## src/rtl/frame_relay.sv

```systemverilog
// frame_relay: store-and-forward frame relay; buffers whole rx frames, drops bad/runt frames, paces tx with an inter-frame gap
// Ports:
//   clk       - single clock, rising edge
//   rst_n     - asynchronous active-low reset
//   rxd       - receive data, valid when rx_dv=1
//   rx_dv     - receive valid; a frame is a maximal run of rx_dv=1 samples
//   txd       - transmit data (registered, holds while tx_en=0)
//   tx_en     - transmit valid (registered), contiguous for one frame
//   drop_cnt  - dropped frames, saturating
//   frame_cnt - fully transmitted frames, wrapping
module frame_relay #(
    parameter int DATA_W  = 8,
    parameter int DEPTH   = 64,
    parameter int MIN_LEN = 1,
    parameter int IFG     = 1
) (
    input  logic              clk,
    input  logic              rst_n,
    input  logic [DATA_W-1:0] rxd,
    input  logic              rx_dv,
    output logic [DATA_W-1:0] txd,
    output logic              tx_en,
    output logic [15:0]       drop_cnt,
    output logic [15:0]       frame_cnt
);
    localparam int AW   = $clog2(DEPTH);
    localparam int PW   = AW + 1;
    localparam int LW   = $clog2(DEPTH + 2);
    localparam int GAPN = (IFG < 1) ? 1 : IFG;
    localparam int GW   = $clog2(GAPN) + 1;
    // lengths saturate at DEPTH+1, so a larger minimum behaves the same as DEPTH+1
    localparam int MINC = (MIN_LEN > DEPTH + 1) ? DEPTH + 1 : MIN_LEN;

    typedef enum logic [1:0] {IDLE, SEND, GAP} state_t;

    logic [DATA_W:0]   mem_q [DEPTH];
    logic              in_v_q, in_v_d, skip_q, skip_d;
    logic [DATA_W-1:0] in_d_q, in_d_d;
    logic [PW-1:0]     wr_ptr_q, wr_ptr_d, wr_cmt_q, wr_cmt_d, rd_ptr_q, rd_ptr_d;
    logic [LW-1:0]     len_q, len_d, len_n;
    logic              bad_q, bad_d, bad_n, full, wr_en, in_last;
    logic [15:0]       drop_q, drop_d, frame_q, frame_d;
    state_t            state_q, state_d;
    logic [GW-1:0]     gcnt_q, gcnt_d;
    logic [DATA_W-1:0] txd_q, txd_d;
    logic              tx_en_q, tx_en_d, pop;
    logic [DATA_W:0]   rd_word;

    assign txd       = txd_q;
    assign tx_en     = tx_en_q;
    assign drop_cnt  = drop_q;
    assign frame_cnt = frame_q;

    // receive side: one-stage input register, speculative write, commit or rewind at frame end
    always_comb begin
        // skip_q masks a frame already in progress when reset is released
        in_v_d   = rx_dv & ~skip_q;
        in_d_d   = rx_dv ? rxd : in_d_q;
        skip_d   = skip_q & rx_dv;
        wr_ptr_d = wr_ptr_q;
        wr_cmt_d = wr_cmt_q;
        len_d    = len_q;
        bad_d    = bad_q;
        drop_d   = drop_q;
        wr_en    = 1'b0;
        in_last  = ~rx_dv;
        full     = (wr_ptr_q - rd_ptr_q) == {1'b1, {AW{1'b0}}};
        len_n    = (len_q == LW'(DEPTH + 1)) ? len_q : len_q + LW'(1);
        bad_n    = bad_q | full | (len_n > LW'(DEPTH));
        if (in_v_q) begin
            wr_en    = ~bad_n;
            wr_ptr_d = bad_n ? wr_ptr_q : wr_ptr_q + PW'(1);
            if (in_last) begin
                len_d = '0;
                bad_d = 1'b0;
                if (bad_n || len_n < LW'(MINC)) begin
                    wr_ptr_d = wr_cmt_q;
                    drop_d   = (drop_q == 16'hFFFF) ? drop_q : drop_q + 16'd1;
                end else begin
                    wr_cmt_d = wr_ptr_q + PW'(1);
                end
            end else begin
                len_d = len_n;
                bad_d = bad_n;
            end
        end
    end

    // transmit side: only committed entries are visible, so SEND never underruns
    always_comb begin
        state_d = state_q;
        gcnt_d  = gcnt_q;
        rd_ptr_d = rd_ptr_q;
        txd_d   = txd_q;
        tx_en_d = 1'b0;
        rd_word = mem_q[rd_ptr_q[AW-1:0]];
        pop     = (state_q == SEND) || (state_q == IDLE && rd_ptr_q != wr_cmt_q);
        if (pop) begin
            rd_ptr_d = rd_ptr_q + PW'(1);
            txd_d    = rd_word[DATA_W-1:0];
            tx_en_d  = 1'b1;
            state_d  = rd_word[DATA_W] ? GAP : SEND;
            gcnt_d   = '0;
        end else if (state_q == GAP) begin
            gcnt_d  = gcnt_q + GW'(1);
            state_d = (gcnt_q == GW'(GAPN - 1)) ? IDLE : GAP;
        end
        frame_d = frame_q + 16'(tx_en_q & ~tx_en_d);
    end

    always_ff @(posedge clk) begin
        if (wr_en) mem_q[wr_ptr_q[AW-1:0]] <= {in_last, in_d_q};
    end

    always_ff @(posedge clk or negedge rst_n) begin
        if (!rst_n) begin
            in_v_q   <= 1'b0;
            in_d_q   <= '0;
            skip_q   <= 1'b1;
            wr_ptr_q <= '0;
            wr_cmt_q <= '0;
            rd_ptr_q <= '0;
            len_q    <= '0;
            bad_q    <= 1'b0;
            drop_q   <= '0;
            frame_q  <= '0;
            state_q  <= IDLE;
            gcnt_q   <= '0;
            txd_q    <= '0;
            tx_en_q  <= 1'b0;
        end else begin
            in_v_q   <= in_v_d;
            in_d_q   <= in_d_d;
            skip_q   <= skip_d;
            wr_ptr_q <= wr_ptr_d;
            wr_cmt_q <= wr_cmt_d;
            rd_ptr_q <= rd_ptr_d;
            len_q    <= len_d;
            bad_q    <= bad_d;
            drop_q   <= drop_d;
            frame_q  <= frame_d;
            state_q  <= state_d;
            gcnt_q   <= gcnt_d;
            txd_q    <= txd_d;
            tx_en_q  <= tx_en_d;
        end
    end
endmodule

```

## config.mk

```make
export PLATFORM = sky130hd
export DESIGN_NAME = frame_relay
export DESIGN_NICKNAME = d
export VERILOG_FILES = /design/src/rtl/frame_relay.sv
export SDC_FILE = /design/constraint.sdc
export NUM_CORES = 1
export LEC_CHECK = 0
export ABC_AREA = 0
export CORE_ASPECT_RATIO = 1.4
export CORE_MARGIN = 2
export CORE_UTILIZATION = 40
export DETAILED_ROUTE_END_ITERATION = 12
export PLACE_DENSITY = 0.66
export RECOVER_POWER = 100
export SYNTH_ARGS = -nofsm -noshare
export SYNTH_HDL_FRONTEND = slang
export SYNTH_SLANG_ARGS = --single-unit
```

## constraint.sdc

```tcl
create_clock -name clk -period 4.65 [get_ports clk]
set_clock_uncertainty 0.05 [all_clocks]
set_input_delay 0.93 -clock clk [delete_from_list [all_inputs] [get_ports clk]]
set_output_delay 0.93 -clock clk [all_outputs]
set_load 0.01 [all_outputs]
```

# Yosys cells after proc, flatten, opt, wreduce, memory -nomap -nowiden
# Memory sizes are Yosys's and may differ from the RTL's.
# Index checks and enable logic that the tools add are counted.
totals:
  reg_bits: 83
  memories: 1
  wordCells: 64
  ram_bits: 576
  in_bits: 11
  output_inout_bits: 41
op_classes:
  order_cmp: 2
  mux: 16
  addsub: 7
  eq_ne: 6
  reduce_logical: 7
  bitwise: 11
memory_table:
  columns: ["name", "depth", "width", "rd", "rd_clocked_by_memory_dff", "write_ports", "line_no", "text"]
  rows:
  - ["mem_q", 64, 9, 1, 0, 1, "36", "logic [DATA_W:0] mem_q [DEPTH];"]
ops:
  columns: ["operator", "count"]
  rows:
  - ["$mux 7", 5]
  - ["$add 7x1->7 const B", 3]
  - ["$add 16x1->16 const B", 1]
  - ["$add 16x16->16", 1]
  - ["$and 1x16->16", 1]
  - ["$eq 16x16->1 const B", 1]
  - ["$not 1->16", 1]
  - ["$eq 7x7->1 const B", 2]
  - ["$mux 2", 4]
  - ["$gt 7x7->1 const B", 1]
  - ["$lt 7x1->1 const B", 1]
  - ["$mux 1", 7]
  - ["$ne 7x7->1", 1]
  - ["$sub 7x7->7", 1]
  - ["$not 1->1", 5]
  - ["$reduce_and 4->1", 1]
  - ["$reduce_and 3->1", 1]
  - ["$and 1x1->1", 2]
  - ["$eq 2x1->1 const B", 1]
  - ["$eq 2x2->1 const B", 1]
  - ["$logic_not 2->1", 1]
  - ["$logic_or 1x1->1", 2]
  - ["$or 1x1->1", 2]
  - ["$reduce_bool 2->1", 1]
  - ["other kinds (2)", 2]

# Longest topological paths before layout
# Gate-level depths: netlist (run 1).
logic_depth:
  word_depth: 8
  mapped_depth: 14

# Worst setup path before layout (run 1)
# No wires, ideal clock.
synth_timing:
  kind: "register to register"
  startpoint: "register rd_ptr_q[3]"
  endpoint: "memory mem_q[56][0] (netlist name) (enable)"
  path_slack_ps: 667
  t_arrival_ps: 3558
  synth_period_minus_slack_ps: 3983
  stages_incl_launch_ff: 12
  required_time_ps: 4226
  path_cell_list: "dfrtp_1 -> inv_1 -> buf_2 -> buf_1 -> ha_1 -> a2111oi_0 -> nand3_1 -> a31oi_1 -> nand3_2 -> or4_1 -> buf_2 -> nor2_1"
synth_between:
  elab_chain_cells: 8
synth_rtl:
  columns: ["item", "line_no", "text"]
  rows:
  - ["from (decl)", "39", "logic [PW-1:0] wr_ptr_q, wr_ptr_d, wr_cmt_q, wr_cmt_d, rd_ptr_q, rd_ptr_d;"]
  - ["from (signal assigned)", "137", "rd_ptr_q <= rd_ptr_d;"]
  - ["$sub 7x7->7", "67", "full = (wr_ptr_q - rd_ptr_q) == {1'b1, {AW{1'b0}}};"]
  - ["$eq 7x7->1", "67", null]
  - ["$or 1x1->1 (2 in series)", "69", "bad_n = bad_q | full | (len_n > LW'(DEPTH));"]
  - ["$not 1->1", "71", "wr_en = ~bad_n;"]
  - ["$mux 1", "70", "if (in_v_q) begin"]
  - ["$mux 1", "112", "if (wr_en) mem_q[wr_ptr_q[AW-1:0]] <= {in_last, in_d_q};"]
  - ["$mux 1 (implied by the code)", "112", null]
  - ["to (decl)", "36", null]
# No other way between the ends.

# Worst setup path after layout (run 1)
layout_timing:
  startpoint: "register rd_ptr_q[4]"
  endpoint: "memory mem_q[58][7] (netlist name) (enable)"
# Same word-level chain as after synthesis.

==> results of run 1 <==
[worst paths after layout]
check                           endpoint
max                         mem_q[58][7]
max in group asynchronous    rd_ptr_q[0]
min in group asynchronous    drop_cnt[7]
min reg2reg                frame_cnt[15]
max reg2reg                 mem_q[58][7]
min                        frame_cnt[15]
[power groups by stage]
stage                     registers [mW]  logic (mW)  clock network [mW]
after detailed placement            7.30        5.22                   0
after floorplan                     7.27        3.50                   0
after global routing                7.23        5.40                5.04
after global placement              7.28        5.16                   0
final                               7.20        5.10                4.76
after CTS                           7.17        5.25                4.84
[worst reg2reg max path: cells and delay by family, from the launching register on]
kind | cells | cell delay [ns]
AO/OA/AOI/OAI | 2 | 0.84
adder cells (fa/ha/maj) | 1 | 0.23
buffers and inverters | 2 | 0.61
flip-flops | 1 | 0.64
AND/OR/NAND/NOR | 4 | 1.44
[logic make-up after synthesis]
family          Yosys count  synth area share
flops                   659             0.735
mux                     214             0.172
simple gates            212            0.0392
buf+inv                  92            0.0158
compound gates           50            0.0151
xor+xnor                 50            0.0166
fa+ha+maj                13           0.00617
[synth_stat cells, types with 18 or more instances]
| cell type | number | share of area |
|---|---|---|
| sky130_fd_sc_hd__buf_2 | 18 | 0.0034 |
| sky130_fd_sc_hd__nand3_1 | 24 | 0.0046 |
| sky130_fd_sc_hd__mux4_2 | 189 | 0.16 |
| sky130_fd_sc_hd__nand2_1 | 38 | 0.0054 |
| sky130_fd_sc_hd__edfxtp_1 | 576 | 0.66 |
| sky130_fd_sc_hd__xor2_1 | 27 | 0.0090 |
| sky130_fd_sc_hd__dfrtp_1 | 82 | 0.078 |
| sky130_fd_sc_hd__nor2_1 | 79 | 0.011 |
| sky130_fd_sc_hd__inv_1 | 25 | 0.0036 |
| sky130_fd_sc_hd__mux2_2 | 21 | 0.0090 |
| sky130_fd_sc_hd__clkbuf_1 | 30 | 0.0043 |
| sky130_fd_sc_hd__xnor2_1 | 23 | 0.0076 |
[registers in the layout, indices dropped and copies added (netlist names), 2 cells and up]
register   cells
mem_q        576
state_q        2
frame_cnt     16
wr_cmt_q       7
txd            8
wr_ptr_q       7
in_d_q         8
rd_ptr_q       7
len_q          7
drop_cnt      16
[metal layers]
layer  vias up  part of all wire
li1       5512                 -
met1      6858              0.39
met2       346              0.53
met3        94             0.046
met4         0             0.032
met5         -                 0
[through the flow]
stage / setup slack [ns] / util
finish: 0.431 / 0.458
global route: 0.179 / 0.458
CTS: 0.697 / 0.461
detailed placement: 0.714 / 0.433
global placement: 0.804 / 0.433
floorplan: 0.667 / -
[layout by cell type (no fill, tap or decap), types with 4 or more instances in the layout]
| cell type | n |
|---|---|
| sky130_fd_sc_hd__nand2b_1 | 4 |
| sky130_fd_sc_hd__o31ai_1 | 5 |
| sky130_fd_sc_hd__clkbuf_2 | 5 |
| sky130_fd_sc_hd__nor3b_1 | 5 |
| sky130_fd_sc_hd__or4_1 | 8 |
| sky130_fd_sc_hd__ha_1 | 13 |
| sky130_fd_sc_hd__mux4_2 | 189 |
| sky130_fd_sc_hd__dfrtp_1 | 71 |
| sky130_fd_sc_hd__buf_4 | 28 |
| sky130_fd_sc_hd__xor2_1 | 27 |
| sky130_fd_sc_hd__dfrtp_2 | 9 |
| sky130_fd_sc_hd__clkbuf_1 | 57 |
| sky130_fd_sc_hd__clkbuf_16 | 57 |
| sky130_fd_sc_hd__nor2_1 | 79 |
| sky130_fd_sc_hd__clkinv_2 | 11 |
| sky130_fd_sc_hd__mux2_2 | 21 |
| sky130_fd_sc_hd__edfxtp_1 | 576 |
| sky130_fd_sc_hd__or3_1 | 6 |
| sky130_fd_sc_hd__and3_1 | 7 |
| sky130_fd_sc_hd__o21ai_0 | 8 |
| sky130_fd_sc_hd__clkdlybuf4s50_1 | 8 |
| sky130_fd_sc_hd__nand2_1 | 38 |
| sky130_fd_sc_hd__clkinv_1 | 14 |
| sky130_fd_sc_hd__nand3_1 | 26 |
| sky130_fd_sc_hd__inv_1 | 25 |
| sky130_fd_sc_hd__bufinv_16 | 6 |
| sky130_fd_sc_hd__xnor2_1 | 23 |
| sky130_fd_sc_hd__nor3_1 | 13 |
| sky130_fd_sc_hd__dlygate4sd3_1 | 42 |
| sky130_fd_sc_hd__mux2i_1 | 4 |
| sky130_fd_sc_hd__nand4_1 | 7 |
[final cells by class]
cell class | count | area [um^2]
fillers | 5473 | 35400
well taps | 847 | 1060
flip-flops and latches | 659 | 19400
inverters | 26 | 97.6
multi-input cells | 539 | 6550
clock buffers | 68 | 1470
diodes | 1 | 2.50
clock inverters | 38 | 389
repair buffers | 131 | 948
==> results.md, run 1 <==
- The synthesized netlist net count is 1314.
- Counting instances, the worst hold path has a depth of 1.
- The cell at the root of the clock tree is sky130_fd_sc_hd__clkbuf_16.
- The fraction of power spent switching nets is 0.302.
- The critical path contains buffers and inverters numbering 2 combined.
- The family of cells with the greatest summed delay on the critical path is simple AND/OR/NAND/NOR gates.
- In this run the most used layer during global routing was met2.
- The global-route congestion overflow total is 0.
- For this run, the number of Yosys warnings is 0.
- The launch instance of the worst min-delay path is frame_cnt[15].
- The area of placed instances is 28200 um^2.
- TritonCTS created 57 clock buffers.
- The number of top-level design ports is 52.
- Static timing analysis puts the maximum clock frequency at 237 MHz.
- The flow ran to the end, but the final reports show violations.
- The critical path goes through inv_1 > ha_1 > a2111oi_0 > nand3_1 > a31oi_1 > nand3_1 > or4_1 > nor2_1 > clkbuf_1.
- The area of the core region is 65300 um^2.
- The overall power consumption is 17.0 mW.
- The share of total power dissipated in the clock network is 0.279.
- The via count is 12800.
- The library cell contributing the largest single delay on the critical path is sky130_fd_sc_hd__or4_1.
- Dividing the final minimum period by the clock period gives 0.907.
- The largest voltage drop on the vdd net is 0.472 mV.
- The routed via count divided by cell count is 5.55.
- The first TritonRoute pass finished after 5 iterations.
- The count of cell types in the netlist is 64.
- The congestion estimate from routability-driven global placement came to 0.840.
- In this run the horizontal extent of the chip is 221 um.
- The critical path's most frequent cell is sky130_fd_sc_hd__nand3_1.
- The hold violation count in the final report came to 0.
- The worst-case hold slack is 0.420 ns.
- The internal power of the cells totals 11.9 mW.
- After synthesis the cells add up to 26400 um^2.
- The largest stage delay on the critical path is 0.78 ns.
- The worst-case reg-to-reg path depth is 9.
- The max-slew violation count was 620.
- The pin count of the biggest net entering global routing is 148.
- The number of enable-type register cells in the synthesized netlist is 576.
- The type of destination of the critical path is a flop.
- The clock insertion delay at the later pin of the skew report is 0.63 ns.
- The number of global-route vias before repair is 13400.
- Counting every sink on the clock net gives 659.
- Of the synthesized area, sequential elements account for 0.735.
- The count of state elements after synthesis is 659.
- The clock tree synthesis step divided the H-tree into 2 levels.
- The cell count after synthesis came out at 1290.
- The number of placed instances, taps included is 2202.
- The area added between synthesis and finish is 13.5%.
- The clock transition at the registers of the reported paths is 0.07 ns.
- Power spread over the standard cell area amounts to 570 nW/um^2.
- The measured slew at the worst slew-check pin is 3.35 ns.
- Of the total power, combinational logic draws 0.299.
- The number of standard cells in the layout, taps in and fillers out is 2309.
- The static leakage is 9.76 nW.
- The number of antenna violations at the first check in global routing is 1.
- The number of instances resized during post-cts repair is 0.
- With fillers left out, the area of the finished cells amounts to 29900 um^2.
- The met2 capacity usage during global routing is 0.308.
- The total stage count of the critical path is 9.
- The first-iteration detailed-routing DRC count is 1148.
- Summed over all layers, the routed wires come to 57500 um.
- The number of nets in the final layout is 1438.
- The relative slew slack is -1.24.
- The global-route track usage on met3 is 0.0200.
- STA classifies the critical path startpoint as a flop.
- The most critical setup path has its startpoint at rd_ptr_q[4].
- The maximum net fanout on the critical path is 12.
- The first global-routing pass estimated 87000 um of wire.
- The max-cap check violation count is 10.
- Detailed placement finished with a half-perimeter wire length of 36000 um.
- The number of hold buffers added after cts is 0.
- The die covers 68000 um^2.
- In the routed design, unresolved DRC markers number 0.
- In the global route stage, overall resource usage came out at 0.169.
- The setup path with the least slack is of type flop to flop.
- The total of endpoints with negative setup slack in the final report is 0.
- The launch instance of the worst register-to-register path is rd_ptr_q[4].
- The floorplan has 111 rows.
- At the worst endpoint, the required time is 4.84 ns.
- In the final layout, the share of cells above drive strength 1 is 0.236.
- The TritonCTS clock tree is yes.
- The buffer levels on the longest clock path is 3.
- STA puts the critical path data arrival time at 4.41 ns.
- The vertical die dimension is 308 um.
- The proportion of register bits with asynchronous set or reset after synthesis is 0.126.
- The setup TNS is 0 ns.
- The switching component of the power is 5.15 mW.
- Across all register-to-register paths, the minimum setup slack is 0.43 ns.
- The met1 global-route usage is 0.207.
- The number of post-CTS setup repair buffers is 0.
- The detail route stage leaves a number of antenna-violating nets equal to 0.
- The top flip-flop cell by instance count after synthesis is sky130_fd_sc_hd__edfxtp_1.
- The relative contribution of sequential cells to total power is 0.422.
- The worst hold path belongs to the class flop to flop.
- Setup repair after global routing left no endpoint under its margin.
- The final reports fail on capacitance limit, slew limit.
- The initial utilization of the core area, before any placement, comes to 0.404.
- The count of buffers added on input and output ports is 51.
- After synthesis, the mean cell area works out to 20.4 um^2.
- Dividing the detail-routed wire length by the instance count gives 24.9 um.
- The clock period minus worst slack is 4.22 ns.
Power figures use the tool's default switching activity.
==> run 2, diff against run 1 <==
- CORE_UTILIZATION: 40 -> 42
- PLACE_DENSITY: 0.66 -> 0.69
- SETUP_SLACK_MARGIN: default -> 0.2
==> results.md, run 2 (synthesis gave the netlist of run 1 again) <==
- The area of the core region is 62000 um^2 (-5.0%).
- The worst setup path is captured at a flop.
- Setup repair after global routing left no endpoint under its margin.
- The static leakage was 9.76 nW (about the same).
- The run finished, with violations left.
- The number of flip-flops under the largest register name is 576 (unchanged).
- The width of the die is 216 um (-2.4%).
- The HPWL reported at the end of detailed placement was 36400 um (+1.3%).
- The hold violation count in the final report came to 0 (unchanged).
- The area of the die is 64800 um^2 (-4.7%).
- The number of post-CTS setup repair buffers came to 0 (unchanged).
- The clock insertion delay at the later pin of the skew report came to 0.61 ns (-0.02 ns).
- The number of instances resized during post-cts repair is 0 (unchanged).
- The number of global-route vias before repair was 13300 (-0.47%).
- The power density over the cells came to 574 nW/um^2 (+0.67%).
- The cell at the root of the clock tree is sky130_fd_sc_hd__clkbuf_16.
- The number of rows in the core area is 108 (-2.7%).
- The routed length per instance came to 25.1 um (+0.86%).
- Relative to the synthesized area, the layout overhead comes to 13.6%.
- The fraction of final layout cells with drive strength greater than 1 is 0.228 (-0.00825).
- The worst slack after detailed placement is 0.741 ns (+0.0274 ns).
- The most frequent standard cell in the layout excluding fill and tap cells is sky130_fd_sc_hd__edfxtp_1.
- The largest voltage drop on the vdd net came to 0.343 mV (-27%).
- The first-iteration detailed-routing DRC count is 1204 (+4.9%).
- The number of nets in the final layout was 1444 (+0.42%).
- The signal arrival time at the worst endpoint was 4.44 ns (+0.03 ns).
- The total of endpoints with negative setup slack in the final report is 0 (unchanged).
- The aggregate routed wire length came to 57600 um (+0.25%).
- The global-route wire length before repair is 87000 um (about the same).
- The max-cap check violation count was 9 (-1).
- The number of antenna violations at the first check in global routing is 0 (-1).
- The pin count of the biggest net entering global routing was 148 (unchanged).
- The number of buffers created by CTS came to 58 (+1.8%).
- The post-route fraction of the period consumed by the critical path is 0.917 (+0.0101).
- The global-route congestion overflow total is 0 (unchanged).
- The maximum net fanout on the critical path came to 12 (unchanged).
- The relative slew slack is -1.17 (+0.0671).
- The setup TNS is 0 ns (unchanged).
- The critical path data required time is 4.82 ns (-0.02 ns).
- The final setup slack of the worst path came to 0.384 ns (-0.0469 ns).
- The number of hold buffers added after cts came to 0 (unchanged).
- The checks that failed: capacitance limit, slew limit.
- The worst-case hold slack came to 0.433 ns (+0.0126 ns).
- The via count is 12900 (+0.41%).
- The count of H-tree levels built during CTS was 2 (unchanged).
- The buffer levels on the longest clock path was 3 (unchanged).
- The remaining routing DRC violations is 0 (unchanged).
- The initial core utilization is 0.425 (+0.0212).
- The clock transition at the registers of the reported paths is 0.07 ns (about the same).
- The number of nets with antenna violations after routing is 0 (unchanged).
- The vertical die dimension is 300 um (-2.4%).
- The routability congestion estimate was 0.896 (+6.8%).
- The path type of the worst setup path is flop to flop.
- The max-slew violation count is 426 (-31%).
- The sort of element at the start of the critical path is a flop.
- TritonCTS built the clock tree.
- The number of placed instances, taps included is 2185 (-0.77%).
- The routed via count divided by cell count is 5.60 (+1.0%).
- The number of standard cells in the layout, taps in and fillers out came to 2295 (-0.61%).
- The global-route total usage across every layer came to 0.180 (+0.0108).
- The clock period minus worst slack is 4.27 ns (+0.0469 ns).
- The number of top-level design ports is 52 (unchanged).
- The measured slew at the worst slew-check pin was 3.25 ns (-0.101 ns).
- The number of clock sinks seen by CTS is 659 (unchanged).
- The worst hold path belongs to the class flop to flop.
- The diode insertion count for antenna repair came to 0 (-1).
- The number of search-and-repair iterations in the first detailed-routing pass is 5 (unchanged).
- The achievable clock frequency is 234 MHz (-1.1%).
- The number of buffers inserted by port buffering is 51 (unchanged).
- In the layout the commonest cells are sky130_fd_sc_hd__edfxtp_1 (576), sky130_fd_sc_hd__mux4_2 (189), sky130_fd_sc_hd__nor2_1 (79), sky130_fd_sc_hd__clkbuf_1 (79), sky130_fd_sc_hd__dfrtp_1 (77).
==> run 2: cell count changes in the layout (fill, tap and decap cells not counted), moves of 3 or more <==
| cell | before | now |
|---|---|---|
| sky130_fd_sc_hd__dfrtp_1 | 71 | 77 |
| sky130_fd_sc_hd__clkbuf_1 | 57 | 79 |
| sky130_fd_sc_hd__clkbuf_8 | 0 | 5 |
| sky130_fd_sc_hd__clkinv_2 | 11 | 14 |
| sky130_fd_sc_hd__clkinv_1 | 14 | 6 |
| sky130_fd_sc_hd__dfrtp_2 | 9 | 3 |
| sky130_fd_sc_hd__buf_4 | 28 | 13 |
==> run 2: per-stage QoR <==
step           area [um^2]  total power [mW]   util
6_report             29900              17.2  0.483
3_5_place_dp         28300              12.5  0.456
3_3_place_gp         28300              12.5  0.456
5_1_grt              29900              17.8  0.483
2_1_floorplan        26400              10.8      -
4_1_cts              30200              17.4  0.487
==> run 2: final timing paths <==
path,from,endpoint,slack (ns),cells past startpoint
worst max-delay path,rd_ptr_q[4],mem_q[20][8],0.38,10
worst min-delay path,skip_q,in_v_q,0.43,1
worst max register to register,rd_ptr_q[4],mem_q[20][8],0.38,10
worst min register to register,skip_q,in_v_q,0.43,1
max in group asynchronous,rst_n,in_d_q[2],1.09,2
min in group asynchronous,rst_n,frame_cnt[0],1.25,1
==> run 2: cell type report <==
type	instances	area (um^2)
timing repair buffer	136	908
sequential	659	19400
fill	5001	32100
tap	825	1030
inverter	26	97.6
clock buffer	75	1590
clock inverter	35	387
multi-input combinational	539	6550
==> run 2: power by group <==
part	internal, mW	total, mW	switching [mW]	leakage [nW]
Sequential	6.90	7.29	0.384	6.22
Clock	2.81	4.93	2.12	0.968
Combinational	2.37	4.97	2.60	2.58
==> run 2: per-layer routing <==
layer,global-route usage,wire length (um),vias to the layer above
li1,-,-,5537
met5,0,0,-
met3,0.0239,2810,82
met4,0.0475,1330,0
met1,0.228,22500,6865
met2,0.325,31000,378
==> run 2: worst max-delay path, cell delays in order, from the launching register on <==
cell                        delay [ns]
sky130_fd_sc_hd__dfrtp_1          0.63
sky130_fd_sc_hd__inv_1            0.13
sky130_fd_sc_hd__ha_1             0.24
sky130_fd_sc_hd__a2111oi_0        0.57
sky130_fd_sc_hd__nand3_1          0.20
sky130_fd_sc_hd__a31oi_1          0.25
sky130_fd_sc_hd__nand3_1          0.24
sky130_fd_sc_hd__or4_1            0.57
sky130_fd_sc_hd__clkbuf_1         0.36
sky130_fd_sc_hd__nor2_1           0.18
sky130_fd_sc_hd__clkbuf_1         0.44
